**config.mk**
```make
export PLATFORM = sky130hd
export DESIGN_NAME = lc3_reg_bank_flat
export DESIGN_NICKNAME = d
export VERILOG_FILES = /design/src/rtl/lc3_pkg.sv /design/src/rtl/lc3_reg_bank_if.sv /design/src/rtl/reg_read_port.sv /design/src/rtl/lc3_reg_bank.sv /design/src/flat_wrapper.sv
export SDC_FILE = /design/constraint.sdc
export NUM_CORES = 1
export LEC_CHECK = 0
export CAP_MARGIN = 25
export CORE_MARGIN = 2
export CORE_UTILIZATION = 50
export DETAILED_ROUTE_END_ITERATION = 6
export HOLD_SLACK_MARGIN = 0.1
export PLACE_DENSITY = 0.74
export SYNTH_ARGS = -nofsm -noshare
export SYNTH_HDL_FRONTEND = slang
export SYNTH_SLANG_ARGS = --single-unit
```
**constraint.sdc**
```tcl
create_clock -name clk -period 4.7 [get_ports clk]
set_clock_uncertainty 0.05 [all_clocks]
set_input_delay 0.94 -clock clk [delete_from_list [all_inputs] [get_ports clk]]
set_output_delay 0.94 -clock clk [all_outputs]
set_load 0.02 [all_outputs]
```
**src/rtl/lc3_pkg.sv**
```systemverilog
// Shared constants, types and condition-code helper for the LC-3 register bank.
package lc3_pkg;

    localparam int unsigned DATA_W    = 16;
    localparam int unsigned REG_IDX_W = 3;
    localparam int unsigned NUM_REGS  = 8;

    localparam logic [2:0] CC_N     = 3'b100;
    localparam logic [2:0] CC_Z     = 3'b010;
    localparam logic [2:0] CC_P     = 3'b001;
    localparam logic [2:0] CC_RESET = CC_Z;

    typedef logic [REG_IDX_W-1:0] reg_idx_t;

    // Always one-hot: sign bit wins, then zero, else positive.
    function automatic logic [2:0] nzp_of(input logic [DATA_W-1:0] value);
        if (value[DATA_W-1]) begin
            return CC_N;
        end else if (value == '0) begin
            return CC_Z;
        end
        return CC_P;
    endfunction

endpackage

```
**src/rtl/lc3_reg_bank_if.sv**
```systemverilog
// Datapath-facing signal bundle of the LC-3 register bank.
interface lc3_reg_bank_if #(
    parameter int unsigned DATA_W = lc3_pkg::DATA_W
);
    logic              ld_reg;
    logic [2:0]        dr;
    logic [DATA_W-1:0] bus_in;
    logic              ld_cc;
    logic [2:0]        sr1;
    logic [2:0]        sr2;
    logic [DATA_W-1:0] sr1_out;
    logic [DATA_W-1:0] sr2_out;
    logic              n;
    logic              z;
    logic              p;

    modport master (
        output ld_reg, dr, bus_in, ld_cc, sr1, sr2,
        input  sr1_out, sr2_out, n, z, p
    );

    modport slave (
        input  ld_reg, dr, bus_in, ld_cc, sr1, sr2,
        output sr1_out, sr2_out, n, z, p
    );
endinterface

```
**src/rtl/reg_read_port.sv**
```systemverilog
// Combinational 8:1 selector returning one register of the bank.
module reg_read_port
    import lc3_pkg::*;
#(
    parameter int unsigned DATA_W = lc3_pkg::DATA_W
) (
    input  logic [NUM_REGS-1:0][DATA_W-1:0] regs_i,
    input  reg_idx_t                        sel_i,
    output logic [DATA_W-1:0]               data_o
);

    assign data_o = regs_i[sel_i];

endmodule

```
**src/rtl/lc3_reg_bank.sv**
```systemverilog
// LC-3 R0-R7 register bank with NZP condition codes.
// Optional write-through forwarding when LC3_REGBANK_BYPASS_EN is defined.
module lc3_reg_bank
    import lc3_pkg::*;
#(
    parameter int unsigned DATA_W   = lc3_pkg::DATA_W,
    parameter logic [2:0]  CC_RESET = lc3_pkg::CC_RESET
) (
    input  logic          clk,
    input  logic          rst,
    lc3_reg_bank_if.slave rb
);

    logic [NUM_REGS-1:0][DATA_W-1:0] regs_q, regs_d;
    logic [2:0]                      nzp_q, nzp_d;
    logic [DATA_W-1:0]               rd1, rd2;

    always_comb begin
        regs_d = regs_q;
        nzp_d  = nzp_q;
        if (rb.ld_reg) begin
            regs_d[rb.dr] = rb.bus_in;
        end
        if (rb.ld_cc) begin
            nzp_d = nzp_of(rb.bus_in);
        end
    end

    always_ff @(posedge clk or posedge rst) begin
        if (rst) begin
            regs_q <= '0;
            nzp_q  <= CC_RESET;
        end else begin
            regs_q <= regs_d;
            nzp_q  <= nzp_d;
        end
    end

    reg_read_port #(
        .DATA_W (DATA_W)
    ) u_rd1 (
        .regs_i (regs_q),
        .sel_i  (rb.sr1),
        .data_o (rd1)
    );

    reg_read_port #(
        .DATA_W (DATA_W)
    ) u_rd2 (
        .regs_i (regs_q),
        .sel_i  (rb.sr2),
        .data_o (rd2)
    );

`ifdef LC3_REGBANK_BYPASS_EN
    // Forward the bus value into a reader of the register being written this cycle.
    assign rb.sr1_out = (rb.ld_reg && !rst && (rb.sr1 == rb.dr)) ? rb.bus_in : rd1;
    assign rb.sr2_out = (rb.ld_reg && !rst && (rb.sr2 == rb.dr)) ? rb.bus_in : rd2;
`else
    assign rb.sr1_out = rd1;
    assign rb.sr2_out = rd2;
`endif

    assign {rb.n, rb.z, rb.p} = nzp_q;

endmodule
```
**src/flat_wrapper.sv**
```systemverilog
// flat-port wrapper written by rule: the top's interface ports become plain ports
module lc3_reg_bank_flat import lc3_pkg::*;
#(
    parameter int unsigned DATA_W   = lc3_pkg::DATA_W,
    parameter logic [2:0]  CC_RESET = lc3_pkg::CC_RESET
)
  (clk, rst, rb_ld_reg, rb_dr, rb_bus_in, rb_ld_cc, rb_sr1, rb_sr2, rb_sr1_out, rb_sr2_out, rb_n, rb_z, rb_p);
  lc3_reg_bank_if #(.DATA_W(DATA_W)) rb_i ();
  input  logic clk;
  input  logic rst;
  input wire logic [$bits(rb_i.ld_reg)-1:0] rb_ld_reg;
  input wire logic [$bits(rb_i.dr)-1:0] rb_dr;
  input wire logic [$bits(rb_i.bus_in)-1:0] rb_bus_in;
  input wire logic [$bits(rb_i.ld_cc)-1:0] rb_ld_cc;
  input wire logic [$bits(rb_i.sr1)-1:0] rb_sr1;
  input wire logic [$bits(rb_i.sr2)-1:0] rb_sr2;
  output wire logic [$bits(rb_i.sr1_out)-1:0] rb_sr1_out;
  output wire logic [$bits(rb_i.sr2_out)-1:0] rb_sr2_out;
  output wire logic [$bits(rb_i.n)-1:0] rb_n;
  output wire logic [$bits(rb_i.z)-1:0] rb_z;
  output wire logic [$bits(rb_i.p)-1:0] rb_p;
  assign rb_i.ld_reg = rb_ld_reg;
  assign rb_i.dr = rb_dr;
  assign rb_i.bus_in = rb_bus_in;
  assign rb_i.ld_cc = rb_ld_cc;
  assign rb_i.sr1 = rb_sr1;
  assign rb_i.sr2 = rb_sr2;
  assign rb_sr1_out = rb_i.sr1_out;
  assign rb_sr2_out = rb_i.sr2_out;
  assign rb_n = rb_i.n;
  assign rb_z = rb_i.z;
  assign rb_p = rb_i.p;
  lc3_reg_bank #(.DATA_W(DATA_W), .CC_RESET(CC_RESET)) u_core (.clk(clk), .rst(rst), .rb(rb_i));
endmodule
```
==> Yosys cells after proc, flatten, opt, wreduce, memory -nomap -nowiden <==
Cells that the tools add are included.
{ "word_totals": {"regBits": 131, "latch_bits": 0, "ram_bits": 0, "romBits": 0, "inputBits": 29, "out_inout_bits": 35, "word_cells": 28, "memories": 0} }
{ "op_classes": {"add_sub_neg": 0, "n_mul": 0, "div_mod_pow": 0, "n_lt_le_gt_ge": 4, "eq_ne": 0, "n_shift": 0, "muxes": 13, "n_bitwise": 0, "reduce_logical": 2} }
{ "op_table": {"columns": ["cell", "n"], "rows": [
  ["$bwmux W128", 1],
  ["$bmux W16 S3", 2],
  ["$demux W16 S3", 1],
  ["$mux W16", 3],
  ["$logic_not A16 Y1", 1],
  ["$lt A3 B4 Y1 const B", 3],
  ["$mux W3", 3],
  ["$ge A3 B1 Y1 const B", 1],
  ["$mux W1", 3],
  ["$logic_and A1 B1 Y1", 1]
]} }

==> Longest topological paths before layout <==
Gate-level depths: netlist of run 1.
{ "depth": {"depth_word": 5, "ltp_mapped": 5, "depth_no_buf": 3} }

==> Cells and area by module <==
From an unflattened synthesis of run 1, not the netlist that was laid out.
{ "unflattened": {"cells_unflattened": 409, "area_unflattened_um2": 7185.6} }
{ "modules_own_cells": {"columns": ["mod", "instances", "cells_per_inst", "area_per_inst_um2", "seq_area_each_um2"], "rows": [
  ["lc3_reg_bank", 1, 295, 5043.6, 3279.4],
  ["reg_read_port", 2, 57, 1071.0, 0.0]
]} }

==> Worst setup path before layout of run 1 <==
No wires, ideal clock.
{ "synth_path": {"path_type": "input-to-output", "start": "input port rb_sr1[0]", "end": "output port rb_sr1_out[1]", "arrival_time_ns": 2.048, "t_required_ns": 3.710, "path_slack_ns": 1.662, "path_stages": 4, "path_buffers": 2, "cell_sequence": "buf_6 -> buf_6 -> mux4_1 -> mux2_2"} }
{ "synth_via": {"elab_chain_len": 2} }
{ "synth_rtl": {"columns": ["element", "line", "rtl"], "rows": [
  ["start, declared", "flat_wrapper.sv:15", "input wire logic [$bits(rb_i.sr1)-1:0] rb_sr1;"],
  ["$bmux W16 S3", "reg_read_port.sv:12", "assign data_o = regs_i[sel_i];"],
  ["$mux W16 (not written as such)", "reg_read_port.sv:12", null],
  ["end, declared", "flat_wrapper.sv:17", "output wire logic [$bits(rb_i.sr1_out)-1:0] rb_sr1_out;"]
]} }
Every way passes these cells. The select of a mux whose other input is x is not followed.

==> Worst setup path in the final report of run 1 <==
{ "layout_path": {"start": "input port rb_sr1[1]", "end": "output port rb_sr1_out[8]"} }
The elaborated chain is that of the path after synthesis.

==> run metrics, run 1 <==
outcome=finished, final reports clean; LEAKAGE=3.57 nW; Max-Cap Viols=0; die width=124 µm; DR vias=4,187; fin util=0.610; met2 Usage GRT=0.393; root buf cell=clkbuf_16; Fmax=0.247 GHz; unrepaired setup endpoints after global routing=false; Switching Fraction=0.269; initial antenna violation count=0; Int Pwr=2.80 mW; setup TNS=0 ns; Final WS setup=0.647 ns; GR Layer Usage met3=0.0429; Syn Area/Cell=17.5 µm²; grt ovf=0; met1 Use GR=0.295; Worst IR Drop VDD=0.280 mV; clk_lat worst skew=0.41 ns; PnR Total Power=3.83 mW; Die Ht=124 µm; Top-Level Pins=64; I/O Buffers=63; Worst Setup Start Kind=input pin; vias in the first global route=4,628; CTS tree=yes; max-slew violations=0; 1st-pass router iterations=4; DP Wirelength=9.96 mm; FP Rows=43; Hold Path Class=register to register; CTS Buf Count=17; GRT Resource Usage Total=0.231; GR peak layer=met2; Psw=1.03 mW; wirelength, routed=16.3 mm; Synth Instances=409; gpl congestion=0.738; postcts setup bufs=0; Finished Layout Cells=665; Starting DRT DRC Count=234; final hold violations=0; post-synthesis cell area=7150 µm²; first-pass GRT wire length=25.4 mm; Setup crit end kind=output pin; Post-DP Area=7880 µm²; clock sinks=131; crit-path max FO=32; final net count=501; Core Area=13,900 µm²; Least-Margin Pin Slew=0.890 ns; worst setup path class=input pin to output pin; die area=15,300 µm²; H-tree depth=4; WHS=0.453 ns; WP data required=3.71 ns; post-route ant nets=0; crit path DAT=3.06 ns; CTS Hold Bufs=0; largest net degree at the start of global routing=79; count of cell types in the netlist=25; drt wl/cell=24.6 µm; Synth Register Bits=131; DP Cell Count=631; Rel. slew slack=0.404; # resized after CTS=0; minimum clock period=4.05 ns; final worst-path cycle share=0.862; Starting Density=0.513; Post-Syn Nets=438; layout cells sized above 1=0.485; Ys Warns=0; Area Growth Syn to Fin=18.9%; Seq pwr share=0.405; PwrDens=450 nW/µm²; Final Cell Area=8500 µm²; CTS Buffer Depth=2; # setup viols final=0; register area share after synthesis=0.459; dpl ws=0.674 ns; Clk pwr share=0.333; combinational share of power=0.262; Via-to-Cell Ratio=6.30; Reg clk slew, reported paths=0.05 ns; antenna cells=0; drt drc=0
cell usage after synthesis, drive strengths merged:
cell type / number / area, µm²
mux2: 161 / 1810
dfrtp: 130 / 3250
mux4: 64 / 1610
buf: 27 / 218
clkbuf: 4 / 15.0
nor4: 4 / 25.0
inv: 3 / 11.3
nand4b: 3 / 45.0
nand2b: 2 / 20.0
nand4: 2 / 18.8
nor3: 2 / 26.3
nor3b: 2 / 37.5
a41o: 1 / 10.0
dfstp: 1 / 26.3
nand2: 1 / 3.75
o21ai: 1 / 5.00
o22ai: 1 / 6.26
worst max-delay path: stages:
cell and delay, ns:
clkdlybuf4s50_1 0.46, buf_4 0.42, mux4_1 0.39, mux2_2 0.29, clkdlybuf4s50_1 0.55
layer usage:
layer | up-vias | wire, µm
li1 | 1799 | -
met1 | 2239 | 6930
met2 | 119 | 8390
met3 | 30 | 639
met4 | 0 | 362
met5 | - | 0
final cells by class:
cell class	count	area, µm²
clock inverter	12	113
sequential	131	3280
clock buffer	20	457
tap	180	225
timing repair buffer	75	788
fill	1028	5430
inverter	3	13.8
multi-input combinational	244	3620
sequential cells by signal (all words and copies together) (netlist names):
| name | cells |
|---|---|
| u_core.nzp_q | 3 |
| u_core.regs_q | 128 |
worst paths after layout:
kind,end,cells after the start,startpoint,slack (ns)
setup / recovery,rb_sr1_out[8],5,rb_sr1[1],0.65
hold / removal,u_core.nzp_q[2]$_DFFE_PP0P_,1,u_core.nzp_q[2]$_DFFE_PP0P_,0.45
setup reg to reg,u_core.nzp_q[1]$_DFFE_PP1P_,2,u_core.nzp_q[1]$_DFFE_PP1P_,3.76
hold reg to reg,u_core.nzp_q[2]$_DFFE_PP0P_,1,u_core.nzp_q[2]$_DFFE_PP0P_,0.45
max in group asynchronous,u_core.regs_q[52]$_DFFE_PP0P_,3,rst,3.34
min in group asynchronous,u_core.regs_q[121]$_DFFE_PP0P_,2,rst,0.71
cells in the final DEF, fill, tap and decap left out, types with 2 or more instances in the layout:
| cell type | Yosys | routed |
|---|---|---|
| mux2_2 | 161 | 161 |
| dfrtp_1 | 130 | 130 |
| clkdlybuf4s50_1 | 0 | 61 |
| mux4_1 | 46 | 46 |
| mux4_2 | 18 | 18 |
| clkbuf_16 | 0 | 17 |
| clkinv_2 | 0 | 9 |
| buf_4 | 4 | 7 |
| nor4_1 | 4 | 4 |
| nand4b_2 | 3 | 3 |
| buf_12 | 0 | 3 |
| nor3b_4 | 2 | 2 |
| inv_1 | 3 | 2 |
| bufinv_16 | 0 | 2 |
| clkbuf_8 | 0 | 2 |
| buf_2 | 6 | 2 |
| buf_16 | 0 | 2 |
logic make-up (layout without fill, tap and decap cells):
kind of cell,after synthesis,in the layout,synth area share
AO/OA/AOI/OAI,3,3,0.00298
buffers and inverters,34,110,0.0341
flip-flops,131,131,0.459
multiplexers,225,225,0.479
AND/OR/NAND/NOR,16,16,0.0247
power by group through the flow:
stage	sequential, mW	combinational, mW	clock, mW
after floorplan	1.49	0.712	0
after global placement	1.53	0.978	0
after detailed placement	1.56	1.00	0
after CTS	1.55	1.01	1.29
after global routing	1.58	1.07	1.34
final	1.55	1.00	1.27
Note: power is estimated with default switching activity, not from simulation.
==> run 2: changes to the inputs <==
GPL_ROUTABILITY_DRIVEN = 0   (was not set)
PLACE_DENSITY = 0.71   (was 0.74)
clock period = 3.9 ns   (was 4.7 ns; I/O delays follow)
==> run 2 against run 1 <==
Effect of this change:
- sequential power up 20%
- combinational power is 21% higher
- setup slack worse by 0.31 ns
- first-iteration DRC count fell by 8.1%
- sequential share of layout area shrank 0.42 points
- hold slack got worse by 0.020 ns
- global-route usage about the same
- die area is the same
- routed wire length fell by 1.4%
- register-to-register slack worse by 0.72 ns
- largest cell class unchanged
- highest routed layer unchanged
==> run metrics, run 2 (synthesized netlist as in run 1, its figures left out) <==
largest net degree at the start of global routing=55; CTS Buffer Depth=2; max FFs per register=128; PwrDens=545 nW/µm²; Worst Setup Start Kind=input pin; max-slew violations=0; first-pass GRT wire length=25.4 mm; hold_sp=u_core.nzp_q[1]$_DFFE_PP1P_; final worst-path cycle share=0.913; Least-Margin Pin Slew=0.715 ns; CTS Buf Count=17; Rel. slew slack=0.519; Psw=1.20 mW; I/O Buffers=63; drt wl/cell=24.0 µm; met2 Usage GRT=0.383; wirelength, routed=16.1 mm; # resized after CTS=0; Area Growth Syn to Fin=20.2%; minimum clock period=3.56 ns; final hold violations=0; clk_lat worst skew=0.41 ns; LEAKAGE=3.60 nW; WHS=0.433 ns; grt ovf=0; Worst Reg2Reg Path Length in Cells=1; Starting DRT DRC Count=215; root buf cell=clkbuf_16; GRT Resource Usage Total=0.231; GR peak layer=met2; Clk pwr share=0.345; worst setup path class=input pin to output pin; CTS Hold Bufs=0; Setup crit end kind=output pin; commonest non-fill, non-tap cell in the layout=mux2_2; DR vias=4,178; met1 Use GR=0.309; CTS tree=yes; combinational share of power=0.258; die width=124 µm; Fmax=0.281 GHz; initial antenna violation count=0; post-route ant nets=0; FF-to-FF End=u_core.regs_q[2]$_DFFE_PP0P_; crit-path max FO=32; Worst IR Drop VDD=0.244 mV; Int Pwr=3.49 mW; vias in the first global route=4,503; Reg clk slew, reported paths=0.05 ns; Max-Cap Viols=0; FILL cells=1,042; Via-to-Cell Ratio=6.24; setup TNS=0 ns; CP startpoint=rb_sr1[1]; FF+latch area=3280 µm²; most frequent cells in the layout=mux2_2 (161), dfrtp_1 (130), clkdlybuf4s50_1 (61); Switching Fraction=0.255; destination of the critical timing path=rb_sr1_out[2]; area of the multi-input gates=3620 µm²; crit path DAT=2.73 ns; outcome=finished, final reports clean; Top-Level Pins=64; Die Ht=124 µm; Largest Register=u_core.regs_q; antenna cells=0; unrepaired setup endpoints after global routing=false; layout cells sized above 1=0.478; FP Rows=43; top flop regs=u_core.regs_q (128), u_core.nzp_q (3); Reg2Reg Setup Slack=3.04 ns; GR Layer Usage met3=0.0443; drt drc=0; clock sinks=131; final net count=506; Seq pwr share=0.397; postcts setup bufs=0; DP Wirelength=9.76 mm; Hold Path Class=register to register; WP data required=3.07 ns; # setup viols final=0; 1st-pass router iterations=5; Critical R2R Launch=u_core.regs_q[2]$_DFFE_PP0P_; Core Area=13,900 µm²; H-tree depth=4; die area=15,300 µm²; Starting Density=0.513
-- run 2: changes by cell type in the layout (fill, tap and decap cells not counted), sizes merged --
cell    change
clkbuf      +8
bufinv      +1
inv         -1
buf         +5
clkinv      -8
-- run 2: power groups by stage --
| stage | logic (mW) | registers (mW) | clock network (mW) |
|---|---|---|---|
| 5_1_grt | 1.29 | 1.90 | 1.71 |
| 3_5_place_dp | 1.22 | 1.88 | 0 |
| 6_report | 1.21 | 1.86 | 1.61 |
| 2_1_floorplan | 0.859 | 1.80 | 0 |
| 3_3_place_gp | 1.19 | 1.85 | 0 |
| 4_1_cts | 1.22 | 1.86 | 1.64 |
-- run 2: worst min path at each step --
stage / endpoint / slack (ns) / cells after the start
6_report: u_core.nzp_q[1]$_DFFE_PP1P_ / 0.43 / 2
5_1_grt: u_core.nzp_q[1]$_DFFE_PP1P_ / 0.47 / 2
4_1_cts: u_core.nzp_q[1]$_DFFE_PP1P_ / 0.43 / 2
3_5_place_dp: u_core.nzp_q[1]$_DFFE_PP1P_ / 0.42 / 2
3_3_place_gp: u_core.nzp_q[1]$_DFFE_PP1P_ / 0.42 / 2
2_1_floorplan: u_core.regs_q[90]$_DFFE_PP0P_ / 0.43 / 1
-- run 2: cell type report --
class / instances / area share
clock buffers: 28 / 0.0590
clock inverters: 4 / 0.0111
inverters: 3 / 0.00175
multi-input cells: 244 / 0.422
flip-flops and latches: 131 / 0.382
well taps: 180 / 0.0262
repair buffers: 80 / 0.0987
-- run 2: stage by stage --
step | worst slack [ns] | power [mW] | cell area [µm²] | std cells | util
floorplan | 1.18 | 2.66 | 7150 | 409 | -
finish | 0.339 | 4.68 | 8590 | 670 | 0.617
detailed placement | 0.359 | 3.10 | 7970 | 637 | 0.572
CTS | 0.330 | 4.72 | 8570 | 669 | 0.615
global placement | 0.363 | 3.03 | 7970 | 637 | 0.572
global route | 0.277 | 4.90 | 8590 | 670 | 0.617
-- run 2: critical path, cell delays in order --
cell and delay (ns):
clkdlybuf4s50_1 0.51, buf_12 0.24, mux4_1 0.35, mux2_2 0.30, clkdlybuf4s50_1 0.54
-- run 2: routing by layer --
| metal | part of all wire | vias up |
|---|---|---|
| met2 | 0.51 | 94 |
| met3 | 0.029 | 14 |
| met4 | 0.012 | 0 |
| li1 | - | 1797 |
| met1 | 0.45 | 2273 |
| met5 | 0 | - |
==> run 3: changes to the inputs <==
SYNTH_HIERARCHICAL = 1   (was not set)
==> run 3 against run 2 <==
Effect of this change:
- largest power group unchanged
- clock-buffer cell count unchanged
- utilization decreased by 0.22 points
- fmax grew 0.34%
- highest routed layer unchanged
- largest cell class unchanged
- power decreased by 1.8%
- sequential cell count stayed put
- clock power down 4%
==> run metrics, run 3 <==
outcome=finished, final reports clean; cell with the most instances after synthesis=mux2_2; Rel. slew slack=0.487; Via-to-Cell Ratio=6.21; Hold Path Class=register to register; Post-synth top cells=mux2_2 (161), dfrtp_1 (130), mux4_1 (56); count of cell types in the netlist=26; layout cells sized above 1=0.462; GRT Resource Usage Total=0.232; Hold Path Stages=2; Worst Setup Start Kind=input pin; Final WS setup=0.352 ns; Synth Register Bits=131; LEAKAGE=3.62 nW; CTS Hold Bufs=0; main flop type after synthesis=dfrtp_1; die area=15,300 µm²; drt wl/cell=24.0 µm; Synth Instances=409; drt drc=0; unrepaired setup endpoints after global routing=false; final hold violations=0; Area Growth Syn to Fin=19.2%; Starting Density=0.516; crit-path max FO=32; Switching Fraction=0.257; Worst Reg2Reg Path Length in Cells=1; FILL cells=1,042; DP Wirelength=9.30 mm; Synth area leaders=dfrtp_1 (45%), mux2_2 (25%), mux4_1 (20%); CTS Buffer Depth=2; post-route ant nets=0; Psw=1.18 mW; Starting DRT DRC Count=226; clk_lat worst skew=0.41 ns; 1st-pass router iterations=4; FF-to-FF End=u_core/regs_q[47]$_DFFE_PP0P_; # resized after CTS=0; Syn Area/Cell=17.6 µm²; Int Pwr=3.42 mW; initial antenna violation count=0; Reg2Reg Setup Slack=3.07 ns; clock sinks=131; postcts setup bufs=0; first-pass GRT wire length=25.3 mm; Largest Register=u_core/regs_q; Reg clk slew, reported paths=0.05 ns; die width=124 µm; WP data required=3.07 ns; root buf cell=clkbuf_16; area of the multi-input gates=3660 µm²; top flop regs=u_core/regs_q (128), u_core/nzp_q (3); fin util=0.615; Critical R2R Launch=u_core/regs_q[47]$_DFFE_PP0P_; combinational share of power=0.261; final net count=504; # setup viols final=0; minimum clock period=3.55 ns; Synth top area share=0.453; largest net degree at the start of global routing=132; max-slew violations=0; FP Rows=43; Seq pwr share=0.402; Post-Syn Nets=438; crit path DAT=2.72 ns; CTS tree=yes; asr flop ratio synth=1.00; antenna cells=0; FF+latch area=3280 µm²; post-synthesis cell area=7190 µm²; CTS Buf Count=17; commonest non-fill, non-tap cell in the layout=mux2_2; Max-Cap Viols=0; H-tree depth=4; Fmax=0.282 GHz; vias in the first global route=4,418; hold endpoint=u_core/nzp_q[1]$_DFFE_PP1P_; dpl ws=0.349 ns; Ys Warns=6; register area share after synthesis=0.456; I/O Buffers=63; area leader, netlist=dfrtp_1; final worst-path cycle share=0.910; Least-Margin Pin Slew=0.763 ns; setup TNS=0 ns; Worst IR Drop VDD=0.377 mV; hold_sp=u_core/nzp_q[1]$_DFFE_PP1P_; max FFs per register=128; number of synthesized flops with an enable pin=0; grt ovf=0; Core Area=13,900 µm²; PnR Total Power=4.60 mW; PwrDens=537 nW/µm²; DR vias=4,139; Setup crit end kind=output pin; most frequent cells in the layout=mux2_2 (161), dfrtp_1 (130), clkdlybuf4s50_1 (61); Top-Level Pins=64; Die Ht=124 µm; Clk pwr share=0.337; wirelength, routed=16.0 mm; worst setup path class=input pin to output pin
[run 3: cell count changes after synthesis]
cell	delta
buf_1	-1
buf_2	-2
clkbuf_1	+1
clkbuf_2	+2
mux4_1	+10
mux4_2	-10
[run 3: worst max-delay path by stage]
stage                         start  slack (ns)  cells past startpoint        endpoint
after floorplan           rb_sr1[0]        1.19                      4   rb_sr1_out[1]
after global placement    rb_sr1[2]        0.39                      5  rb_sr1_out[10]
after detailed placement  rb_sr2[2]        0.35                      5   rb_sr2_out[1]
after CTS                 rb_sr2[2]        0.34                      5   rb_sr2_out[8]
after global routing      rb_sr2[2]        0.31                      5   rb_sr2_out[8]
final                     rb_sr2[2]        0.35                      5   rb_sr2_out[0]
[run 3: cells by family after synthesis]
| family | Yosys count | synth area share |
|---|---|---|
| flip-flops | 131 | 0.456 |
| AO/OA/AOI/OAI | 3 | 0.00296 |
| buffers and inverters | 34 | 0.0340 |
| AND/OR/NAND/NOR | 16 | 0.0246 |
| multiplexers | 225 | 0.482 |
[run 3: cell type report]
cell class | instances | area share
tap | 180 | 0.0263
multi-input combinational | 244 | 0.428
timing repair buffer | 78 | 0.0929
inverter | 3 | 0.00175
clock inverter | 3 | 0.00467
sequential | 131 | 0.383
clock buffer | 28 | 0.0638
[run 3: routing by layer]
metal | vias up | GRT usage | wire, µm
met5 | - | 0 | 0
met4 | 0 | 0.0753 | 225
met3 | 22 | 0.0435 | 568
met2 | 94 | 0.381 | 8020
met1 | 2221 | 0.315 | 7170
li1 | 1802 | - | -
[run 3: metrics by stage]
step                hold WS [ns]  cells  instance area [µm²]
floorplan                  0.435    409                 7190
global placement           0.418    636                 7980
detailed placement         0.415    636                 7980
CTS                        0.423    667                 8560
global route               0.444    667                 8560
finish                     0.425    667                 8560
[run 3: power groups by stage]
stage | Combinational (mW) | Clock (mW) | Sequential (mW)
floorplan | 0.855 | 0 | 1.80
global placement | 1.18 | 0 | 1.84
detailed placement | 1.21 | 0 | 1.87
CTS | 1.22 | 1.58 | 1.85
global route | 1.28 | 1.64 | 1.90
finish | 1.20 | 1.55 | 1.85
[run 3: worst max-delay path: stages]
cell and delay, ns:
clkdlybuf4s50_1 0.52, buf_12 0.24, mux4_2 0.34, mux2_2 0.29, clkdlybuf4s50_1 0.54
